$ cat src/rtl/alu_exec_if.sv
// alu_exec_if: dispatch port from the reservation station plus the ALU side of the CDB.
interface alu_exec_if #(
  parameter int OPERATOR_WIDTH = 6,
  parameter int ADDRESS_WIDTH  = 32,
  parameter int DATA_WIDTH     = 32,
  parameter int ROB_WIDTH      = 4
);
  logic                      in_rdy;
  logic                      in_clear;
  logic                      out_capacity_full;
  logic                      in_rs_enable;
  logic [OPERATOR_WIDTH-1:0] in_rs_type;
  logic [ADDRESS_WIDTH-1:0]  in_rs_pc;
  logic [DATA_WIDTH-1:0]     in_rs_imm;
  logic [DATA_WIDTH-1:0]     in_rs_left_oprand;
  logic [DATA_WIDTH-1:0]     in_rs_right_oprand;
  logic [ROB_WIDTH-1:0]      in_rs_dest;
  logic                      out_broadcast_enable;
  logic [ROB_WIDTH-1:0]      out_broadcast_reorder;
  logic [DATA_WIDTH-1:0]     out_broadcast_result;
  logic                      out_broadcast_jump;
  logic [ADDRESS_WIDTH-1:0]  out_broadcast_target_pc;
  modport master (
    output in_rdy, in_clear, in_rs_enable, in_rs_type, in_rs_pc, in_rs_imm,
           in_rs_left_oprand, in_rs_right_oprand, in_rs_dest,
    input  out_capacity_full, out_broadcast_enable, out_broadcast_reorder,
           out_broadcast_result, out_broadcast_jump, out_broadcast_target_pc
  );
  modport slave (
    input  in_rdy, in_clear, in_rs_enable, in_rs_type, in_rs_pc, in_rs_imm,
           in_rs_left_oprand, in_rs_right_oprand, in_rs_dest,
    output out_capacity_full, out_broadcast_enable, out_broadcast_reorder,
           out_broadcast_result, out_broadcast_jump, out_broadcast_target_pc
  );
endinterface

$ cat src/rtl/alu_exec.sv
// alu_exec: RV32I integer/branch/jump execution unit with issue queue driving the ALU CDB port.
// Define ALU_SERIAL_SHIFT_EN to replace the barrel shifter with a one-bit-per-cycle shifter.
module alu_exec #(
  parameter int QUEUE_DEPTH = 4,
  parameter int ROB_WIDTH   = 4
) (
  input logic       in_clk,
  input logic       in_rst,
  alu_exec_if.slave bus
);
  localparam int PW = $clog2(QUEUE_DEPTH);
  localparam int CW = PW + 1;
  typedef enum logic [5:0] {
    OP_LUI, OP_AUIPC, OP_JAL, OP_JALR, OP_BEQ, OP_BNE, OP_BLT, OP_BGE, OP_BLTU, OP_BGEU,
    OP_ADD, OP_SUB, OP_SLL, OP_SLT, OP_SLTU, OP_XOR, OP_SRL, OP_SRA, OP_OR, OP_AND,
    OP_ADDI, OP_SLTI, OP_SLTIU, OP_XORI, OP_ORI, OP_ANDI, OP_SLLI, OP_SRLI, OP_SRAI
  } op_e;
  typedef enum logic {IDLE, SHIFT} state_e;
  typedef struct packed {
    op_e                  op;
    logic [31:0]          pc;
    logic [31:0]          imm;
    logic [31:0]          lhs;
    logic [31:0]          rhs;
    logic [ROB_WIDTH-1:0] dest;
  } entry_t;
  entry_t               q_mem [QUEUE_DEPTH];
  entry_t               hd;
  logic [PW-1:0]        head_q, head_d, tail_q, tail_d;
  logic [CW-1:0]        count_q, count_d;
  state_e               state_q, state_d;
  logic                 en_q, en_d, jump_q, jump_d;
  logic [ROB_WIDTH-1:0] tag_q, tag_d;
  logic [31:0]          res_q, res_d, tgt_q, tgt_d;
  logic                 live, pop, push, go_shift, is_br, lts, ltu, eq;
  logic [31:0]          opr, pc4, pc_imm, shl, shr, sha, alu_res, alu_tgt;
  logic                 alu_jump;
  logic [4:0]           shamt;
  assign live   = bus.in_rdy & ~bus.in_clear;
  assign hd     = q_mem[head_q];
  assign pop    = live & (state_q == IDLE) & (count_q != '0);
  assign push   = live & bus.in_rs_enable & ((count_q != CW'(QUEUE_DEPTH)) | pop);
  assign opr    = (hd.op >= OP_ADDI) ? hd.imm : hd.rhs;
  assign shamt  = opr[4:0];
  assign pc4    = hd.pc + 32'd4;
  assign pc_imm = hd.pc + hd.imm;
  assign lts    = $signed(hd.lhs) < $signed(opr);
  assign ltu    = hd.lhs < opr;
  assign eq     = hd.lhs == opr;
  assign is_br  = hd.op inside {OP_BEQ, OP_BNE, OP_BLT, OP_BGE, OP_BLTU, OP_BGEU};
`ifdef ALU_SERIAL_SHIFT_EN
  // Only reached with shamt==0; nonzero shifts go through the SHIFT state.
  assign shl = hd.lhs;
  assign shr = hd.lhs;
  assign sha = hd.lhs;
  logic       is_shift;
  logic [31:0] sv_q, sv_d, step;
  logic [4:0]  sc_q, sc_d;
  logic [1:0]  sk_q, sk_d;
  logic [ROB_WIDTH-1:0] st_q, st_d;
  assign is_shift = hd.op inside {OP_SLL, OP_SRL, OP_SRA, OP_SLLI, OP_SRLI, OP_SRAI};
  assign go_shift = pop & is_shift & (shamt != 5'd0);
  assign step = (sk_q == 2'd0) ? {sv_q[30:0], 1'b0} :
                (sk_q == 2'd1) ? {1'b0, sv_q[31:1]} : {sv_q[31], sv_q[31:1]};
`else
  assign shl      = hd.lhs << shamt;
  assign shr      = hd.lhs >> shamt;
  assign sha      = 32'($signed(hd.lhs) >>> shamt);
  assign go_shift = 1'b0;
`endif
  always_comb begin
    alu_res  = '0;
    alu_jump = 1'b0;
    alu_tgt  = '0;
    case (hd.op)
      OP_LUI:           alu_res = hd.imm;
      OP_AUIPC:         alu_res = pc_imm;
      OP_JAL:           begin alu_res = pc4; alu_jump = 1'b1; alu_tgt = pc_imm; end
      OP_JALR:          begin alu_res = pc4; alu_jump = 1'b1; alu_tgt = (hd.lhs + hd.imm) & ~32'd1; end
      OP_BEQ:           alu_jump = eq;
      OP_BNE:           alu_jump = ~eq;
      OP_BLT:           alu_jump = lts;
      OP_BGE:           alu_jump = ~lts;
      OP_BLTU:          alu_jump = ltu;
      OP_BGEU:          alu_jump = ~ltu;
      OP_ADD, OP_ADDI:  alu_res = hd.lhs + opr;
      OP_SUB:           alu_res = hd.lhs - opr;
      OP_SLT, OP_SLTI:  alu_res = {31'd0, lts};
      OP_SLTU, OP_SLTIU: alu_res = {31'd0, ltu};
      OP_XOR, OP_XORI:  alu_res = hd.lhs ^ opr;
      OP_OR, OP_ORI:    alu_res = hd.lhs | opr;
      OP_AND, OP_ANDI:  alu_res = hd.lhs & opr;
      OP_SLL, OP_SLLI:  alu_res = shl;
      OP_SRL, OP_SRLI:  alu_res = shr;
      OP_SRA, OP_SRAI:  alu_res = sha;
      default:          ;
    endcase
    if (is_br) alu_tgt = alu_jump ? pc_imm : pc4;
  end
  always_comb begin
    head_d  = bus.in_clear ? '0 : head_q + PW'(pop);
    tail_d  = bus.in_clear ? '0 : tail_q + PW'(push);
    count_d = bus.in_clear ? '0 : count_q + CW'(push) - CW'(pop);
    state_d = state_q;
    en_d    = 1'b0;
    tag_d   = tag_q;
    res_d   = res_q;
    jump_d  = jump_q;
    tgt_d   = tgt_q;
`ifdef ALU_SERIAL_SHIFT_EN
    sv_d    = sv_q;
    sc_d    = sc_q;
    sk_d    = sk_q;
    st_d    = st_q;
`endif
    if (bus.in_clear) begin
      state_d = IDLE;
    end else if (pop && !go_shift) begin
      en_d   = 1'b1;
      tag_d  = hd.dest;
      res_d  = alu_res;
      jump_d = alu_jump;
      tgt_d  = alu_tgt;
    end
`ifdef ALU_SERIAL_SHIFT_EN
    else if (go_shift) begin
      state_d = SHIFT;
      sv_d    = hd.lhs;
      sc_d    = shamt;
      sk_d    = hd.op inside {OP_SLL, OP_SLLI} ? 2'd0 : hd.op inside {OP_SRL, OP_SRLI} ? 2'd1 : 2'd2;
      st_d    = hd.dest;
    end else if (state_q == SHIFT) begin
      sv_d = step;
      sc_d = sc_q - 5'd1;
      if (sc_q == 5'd1) begin
        state_d = IDLE;
        en_d    = 1'b1;
        tag_d   = st_q;
        res_d   = step;
        jump_d  = 1'b0;
        tgt_d   = '0;
      end
    end
`endif
  end
  always_ff @(posedge in_clk or posedge in_rst) begin
    if (in_rst) begin
      head_q  <= '0;
      tail_q  <= '0;
      count_q <= '0;
      state_q <= IDLE;
      en_q    <= 1'b0;
      tag_q   <= '0;
      res_q   <= '0;
      jump_q  <= 1'b0;
      tgt_q   <= '0;
`ifdef ALU_SERIAL_SHIFT_EN
      sv_q    <= '0;
      sc_q    <= '0;
      sk_q    <= '0;
      st_q    <= '0;
`endif
    end else if (bus.in_rdy) begin
      head_q  <= head_d;
      tail_q  <= tail_d;
      count_q <= count_d;
      state_q <= state_d;
      en_q    <= en_d;
      tag_q   <= tag_d;
      res_q   <= res_d;
      jump_q  <= jump_d;
      tgt_q   <= tgt_d;
`ifdef ALU_SERIAL_SHIFT_EN
      sv_q    <= sv_d;
      sc_q    <= sc_d;
      sk_q    <= sk_d;
      st_q    <= st_d;
`endif
    end
  end
  always_ff @(posedge in_clk) begin
    if (push) q_mem[tail_q] <= '{op: op_e'(bus.in_rs_type), pc: bus.in_rs_pc, imm: bus.in_rs_imm,
                                 lhs: bus.in_rs_left_oprand, rhs: bus.in_rs_right_oprand,
                                 dest: bus.in_rs_dest};
  end
  // Threshold one below depth covers the entry the dispatcher already has in flight.
  assign bus.out_capacity_full       = count_q >= CW'(QUEUE_DEPTH - 1);
  assign bus.out_broadcast_enable    = en_q;
  assign bus.out_broadcast_reorder   = tag_q;
  assign bus.out_broadcast_result    = res_q;
  assign bus.out_broadcast_jump      = jump_q;
  assign bus.out_broadcast_target_pc = tgt_q;
endmodule

$ cat src/flat_wrapper.sv
// flat-port wrapper written by rule: the top's interface ports become plain ports
module alu_exec_flat 
#(
  parameter int QUEUE_DEPTH = 4,
  parameter int ROB_WIDTH   = 4
)
  (in_clk, in_rst, bus_in_rdy, bus_in_clear, bus_in_rs_enable, bus_in_rs_type, bus_in_rs_pc, bus_in_rs_imm, bus_in_rs_left_oprand, bus_in_rs_right_oprand, bus_in_rs_dest, bus_out_capacity_full, bus_out_broadcast_enable, bus_out_broadcast_reorder, bus_out_broadcast_result, bus_out_broadcast_jump, bus_out_broadcast_target_pc);
  alu_exec_if #(.ROB_WIDTH(ROB_WIDTH)) bus_i ();
  input logic in_clk;
  input logic in_rst;
  input wire logic [$bits(bus_i.in_rdy)-1:0] bus_in_rdy;
  input wire logic [$bits(bus_i.in_clear)-1:0] bus_in_clear;
  input wire logic [$bits(bus_i.in_rs_enable)-1:0] bus_in_rs_enable;
  input wire logic [$bits(bus_i.in_rs_type)-1:0] bus_in_rs_type;
  input wire logic [$bits(bus_i.in_rs_pc)-1:0] bus_in_rs_pc;
  input wire logic [$bits(bus_i.in_rs_imm)-1:0] bus_in_rs_imm;
  input wire logic [$bits(bus_i.in_rs_left_oprand)-1:0] bus_in_rs_left_oprand;
  input wire logic [$bits(bus_i.in_rs_right_oprand)-1:0] bus_in_rs_right_oprand;
  input wire logic [$bits(bus_i.in_rs_dest)-1:0] bus_in_rs_dest;
  output wire logic [$bits(bus_i.out_capacity_full)-1:0] bus_out_capacity_full;
  output wire logic [$bits(bus_i.out_broadcast_enable)-1:0] bus_out_broadcast_enable;
  output wire logic [$bits(bus_i.out_broadcast_reorder)-1:0] bus_out_broadcast_reorder;
  output wire logic [$bits(bus_i.out_broadcast_result)-1:0] bus_out_broadcast_result;
  output wire logic [$bits(bus_i.out_broadcast_jump)-1:0] bus_out_broadcast_jump;
  output wire logic [$bits(bus_i.out_broadcast_target_pc)-1:0] bus_out_broadcast_target_pc;
  assign bus_i.in_rdy = bus_in_rdy;
  assign bus_i.in_clear = bus_in_clear;
  assign bus_i.in_rs_enable = bus_in_rs_enable;
  assign bus_i.in_rs_type = bus_in_rs_type;
  assign bus_i.in_rs_pc = bus_in_rs_pc;
  assign bus_i.in_rs_imm = bus_in_rs_imm;
  assign bus_i.in_rs_left_oprand = bus_in_rs_left_oprand;
  assign bus_i.in_rs_right_oprand = bus_in_rs_right_oprand;
  assign bus_i.in_rs_dest = bus_in_rs_dest;
  assign bus_out_capacity_full = bus_i.out_capacity_full;
  assign bus_out_broadcast_enable = bus_i.out_broadcast_enable;
  assign bus_out_broadcast_reorder = bus_i.out_broadcast_reorder;
  assign bus_out_broadcast_result = bus_i.out_broadcast_result;
  assign bus_out_broadcast_jump = bus_i.out_broadcast_jump;
  assign bus_out_broadcast_target_pc = bus_i.out_broadcast_target_pc;
  alu_exec #(.QUEUE_DEPTH(QUEUE_DEPTH), .ROB_WIDTH(ROB_WIDTH)) u_core (.in_clk(in_clk), .in_rst(in_rst), .bus(bus_i));
endmodule
$ cat config.mk
export PLATFORM = sky130hd
export DESIGN_NAME = alu_exec_flat
export DESIGN_NICKNAME = d
export VERILOG_FILES = /design/src/rtl/alu_exec_if.sv /design/src/rtl/alu_exec.sv /design/src/flat_wrapper.sv
export SDC_FILE = /design/constraint.sdc
export NUM_CORES = 1
export LEC_CHECK = 0
export CELL_PAD_IN_SITES_DETAIL_PLACEMENT = 1
export CELL_PAD_IN_SITES_GLOBAL_PLACEMENT = 2
export CORE_ASPECT_RATIO = 1.25
export CORE_MARGIN = 2
export CORE_UTILIZATION = 45
export DETAILED_ROUTE_END_ITERATION = 16
export HOLD_SLACK_MARGIN = 0.06
export PLACE_DENSITY = 0.87
export SKIP_LAST_GASP = 1
export SYNTH_ARGS = -nofsm -noshare
export SYNTH_HDL_FRONTEND = slang
export SYNTH_SLANG_ARGS = --single-unit
$ cat constraint.sdc
create_clock -name in_clk -period 32.9 [get_ports in_clk]
set_input_delay 4.935 -clock in_clk [delete_from_list [all_inputs] [get_ports in_clk]]
set_output_delay 4.935 -clock in_clk [all_outputs]
set_load 0.05 [all_outputs]
==> results by group <==
Clock network
  • TritonCTS clock tree: built
  • Setup bufs post-CTS: 0
  • CTS Buf Count: 66
  • H-tree lvl count: 3
  • Post-cts gate resize count: 0
  • Clock Path Buffers: 3
  • CTS root buffer: clkbuf_16
  • Clock Sink Count: around 630
  • Reg clk slew, reported paths: about 0.070 ns
  • Post-CTS Hold Buffers: 0
  • Worst skew pair latency: between 0.6 and 0.7 ns

Critical path
  • Startpoint types: register
  • Req. time, crit path: about 33 ns
  • Critical path class: register to register
  • Critical path fanouts, max: 45
  • Crit path DAT: 8.63 ns
  • Worst setup EP type: register

Timing
  • Tmin final: around 8.1 ns
  • Final Hold Fails: 0
  • Fmax: ~0.12 GHz
  • Relative slew slack: between 20% and 30%
  • Slew Limit Fails: 0
  • # setup viols final: 0
  • Setup TNS Final: 0 ns
  • Crit share post-route: 24.6%
  • RSZ-0062 raised after global routing: no
  • Worst clock skew: ~0.047 ns
  • Worst-margin pin slew: roughly 1.1 ns
  • Fin worst setup slack: 24.80 ns

Place
  • IO buf count: approximately 210
  • Area after DPL: between 40000 and 50000 sq um
  • Placed Cells: 4400
  • Gp weighted congestion: between 1 and 1.5
  • Hpwl dp: ~120 mm
  • Dpl ws: around 24 ns

Synth
  • Mapped Cells: roughly 3200
  • Synth top area cells: edfxtp_1, mux4_2, ha_1, dfrtp_1, a21oi_1
  • Syn_nets: 3570
  • #FFs+latches synth: roughly 630
  • Syn_area_per_cell: 11.6 sq um
  • Post-synth ARST share: roughly 12%
  • YS warnings: 0
  • Unique cell type count in the Yosys netlist: ~110
  • Ys flop type: edfxtp_1
  • Mapped cell area: between 30000 and 40000 sq um
  • Post-synth top area share: a little over two fifths
  • Number of synthesized flops with an enable pin: 552
  • Register area share after synthesis: between 40% and 50%
  • Area leader, netlist: edfxtp_1

Layout
  • Share of layout cells above drive strength 1: about an eighth
  • Post-route design area: between 40000 and 50000 sq um
  • Fin cells: between 4000 and 5000
  • Final nets: ~3700
  • Filler cell count: ~8600
  • Syn-to-layout area delta: 13.8%

Drt
  • DRT Pass-1 Iters: 6
  • Via count: between 30000 and 40000
  • Routed wire length: ~160 mm
  • Via/cell ratio: 6.85
  • Routed len/inst: about 36 um
  • Post-DRT Antenna Nets: 0
  • DRC Markers: 0
  • Initial DRC Count: approximately 3600

Floorplan
  • Die area: 86300 sq um
  • Width of the die: 263 um
  • Die height: about 330 um
  • Core ar.: slightly above 80000 sq um
  • Ports: roughly 210
  • FP Rows: roughly 120
  • Initial Utilization: a little under half

Global routing
  • Vias in the first global route: approximately 32000
  • First-pass GRT wire length: between 200 and 250 mm
  • Total GRT Usage: 36.8%
  • Initial antenna violation count: 8
  • Remaining global-route overflow: 0
  • Pin count of the biggest net entering global routing: roughly 140

Power and ir drop
  • Static leakage: 0.0150 uW
  • Power consumption: around 3100 uW
  • Pwr/cell area: ~73 nW/um^2
  • Peak supply drop: ~0.000064 V

Hold path
  • Hold Path Class: register to register

Run status
  • Status: complete, no violations

Job
  • Max_cap viols: 0
registers in the layout (all words and copies together) (netlist names):
register and count:
u_core.bus.out_broadcast_jump 1, u_core.bus.out_broadcast_reorder 4, u_core.q_mem 552, u_core.bus.out_broadcast_enable 1
u_core.tail_q 2, u_core.bus.out_broadcast_target_pc 32, u_core.head_q 2, u_core.bus.out_broadcast_result 32
u_core.count_q 3
worst max-delay path, stage by stage (launching register included):
cell,delay (ns)
dfrtp_4,0.65
buf_4,0.48
buf_4,0.58
buf_4,0.79
mux4_2,0.78
ha_1,0.49
nor4_1,0.88
nand3_1,0.45
nor4_1,0.49
xor2_1,0.12
a21oi_1,0.18
o22ai_1,0.11
a21oi_2,0.17
buf_4,0.26
nand3_1,0.62
or3_1,0.57
a31oi_1,0.17
layout make-up:
type	instances	area (sq um)	share of cell area [%]
Sequential cell	629	18500	43.1
Multi-Input combinational cell	2302	17900	41.6
Timing Repair Buffer	271	2580	6.01
Clock buffer	77	1730	4.03
Tap cell	1080	1350	3.15
Inverter	118	448	1.04
Clock inverter	41	444	1.03
Antenna cell	1	2.50	0.00582
routing by layer:
metal | vias up | track usage [%] | share of wire, %
li1 | 12988 | - | -
met1 | 16031 | 48.4 | 41
met2 | 1557 | 59.4 | 47
met3 | 372 | 5.49 | 6.8
met4 | 4 | 19.0 | 5.9
met5 | - | 0 | 0.018
path summary, 6_finish.rpt:
check / startpoint / endpoint / slack, ns / cells after the start
worst max-delay path: u_core.head_q[0]$_DFFE_PP0P_ / u_core.bus.out_broadcast_target_pc[12]$_DFFE_PP0P_ / 24.80 / 16
worst min-delay path: u_core.bus.out_broadcast_target_pc[4]$_DFFE_PP0P_ / u_core.bus.out_broadcast_target_pc[4]$_DFFE_PP0P_ / 0.51 / 2
worst max register to register: u_core.head_q[0]$_DFFE_PP0P_ / u_core.bus.out_broadcast_target_pc[12]$_DFFE_PP0P_ / 24.80 / 16
worst min register to register: u_core.bus.out_broadcast_target_pc[4]$_DFFE_PP0P_ / u_core.bus.out_broadcast_target_pc[4]$_DFFE_PP0P_ / 0.51 / 2
max in group asynchronous: in_rst / u_core.bus.out_broadcast_result[27]$_DFFE_PP0P_ / 26.84 / 3
min in group asynchronous: in_rst / u_core.bus.out_broadcast_jump$_DFFE_PP0P_ / 4.72 / 2
per-stage QoR:
stage,util [%],hold WS (ns)
2_1_floorplan,-,0.544
3_3_place_gp,49.2,0.500
3_5_place_dp,49.2,0.495
4_1_cts,51.8,0.509
5_1_grt,51.8,0.546
6_report,51.8,0.511
cells by family after synthesis:
logic type,after synthesis,share of synthesized area [%]
fa+ha+maj,184,6.19
xor+xnor,103,2.39
compound gates,935,16.9
mux,221,10.6
simple gates,859,11.1
flops,629,49.0
buf+inv,312,3.80
power breakdown:
group	internal, uW	switching (uW)
Sequential	923	63.3
Clock	424	334
Combinational	436	956
Total	1780	1350
synthesized netlist by cell type (19+ instances only):
cell,instances
a21o_1,43
a211oi_1,25
o21ai_0,156
a221o_1,19
mux2i_1,41
o211ai_1,51
a221oi_1,50
a21oi_1,220
nand4_1,28
nand3_1,137
a31oi_1,43
buf_6,20
o21ai_1,29
o221ai_1,24
mux4_2,137
xor2_1,40
edfxtp_1,552
a22oi_1,24
clkbuf_1,95
dfrtp_1,77
nor2_1,219
buf_2,56
nor3_1,53
ha_1,179
xnor2_1,63
o2111ai_1,21
inv_1,113
nand2b_1,23
or3_1,21
o22ai_1,42
nand2_1,217
and3_1,35
mux2_2,41
placed cells by master, fill, tap and decap left out, types with 48 or more instances in the layout:
cell and instances:
clkdlybuf4s50_1 213, nor3_1 48, a221oi_1 50, buf_4 57, edfxtp_1 552, nand2_1 217
clkbuf_16 66, o21ai_0 156, o211ai_1 51, inv_1 111, xnor2_1 63, nor2_1 218
a21oi_1 219, nand3_1 137, ha_1 179, mux4_2 137, dfrtp_1 75
(Power assumes the default switching activity.)
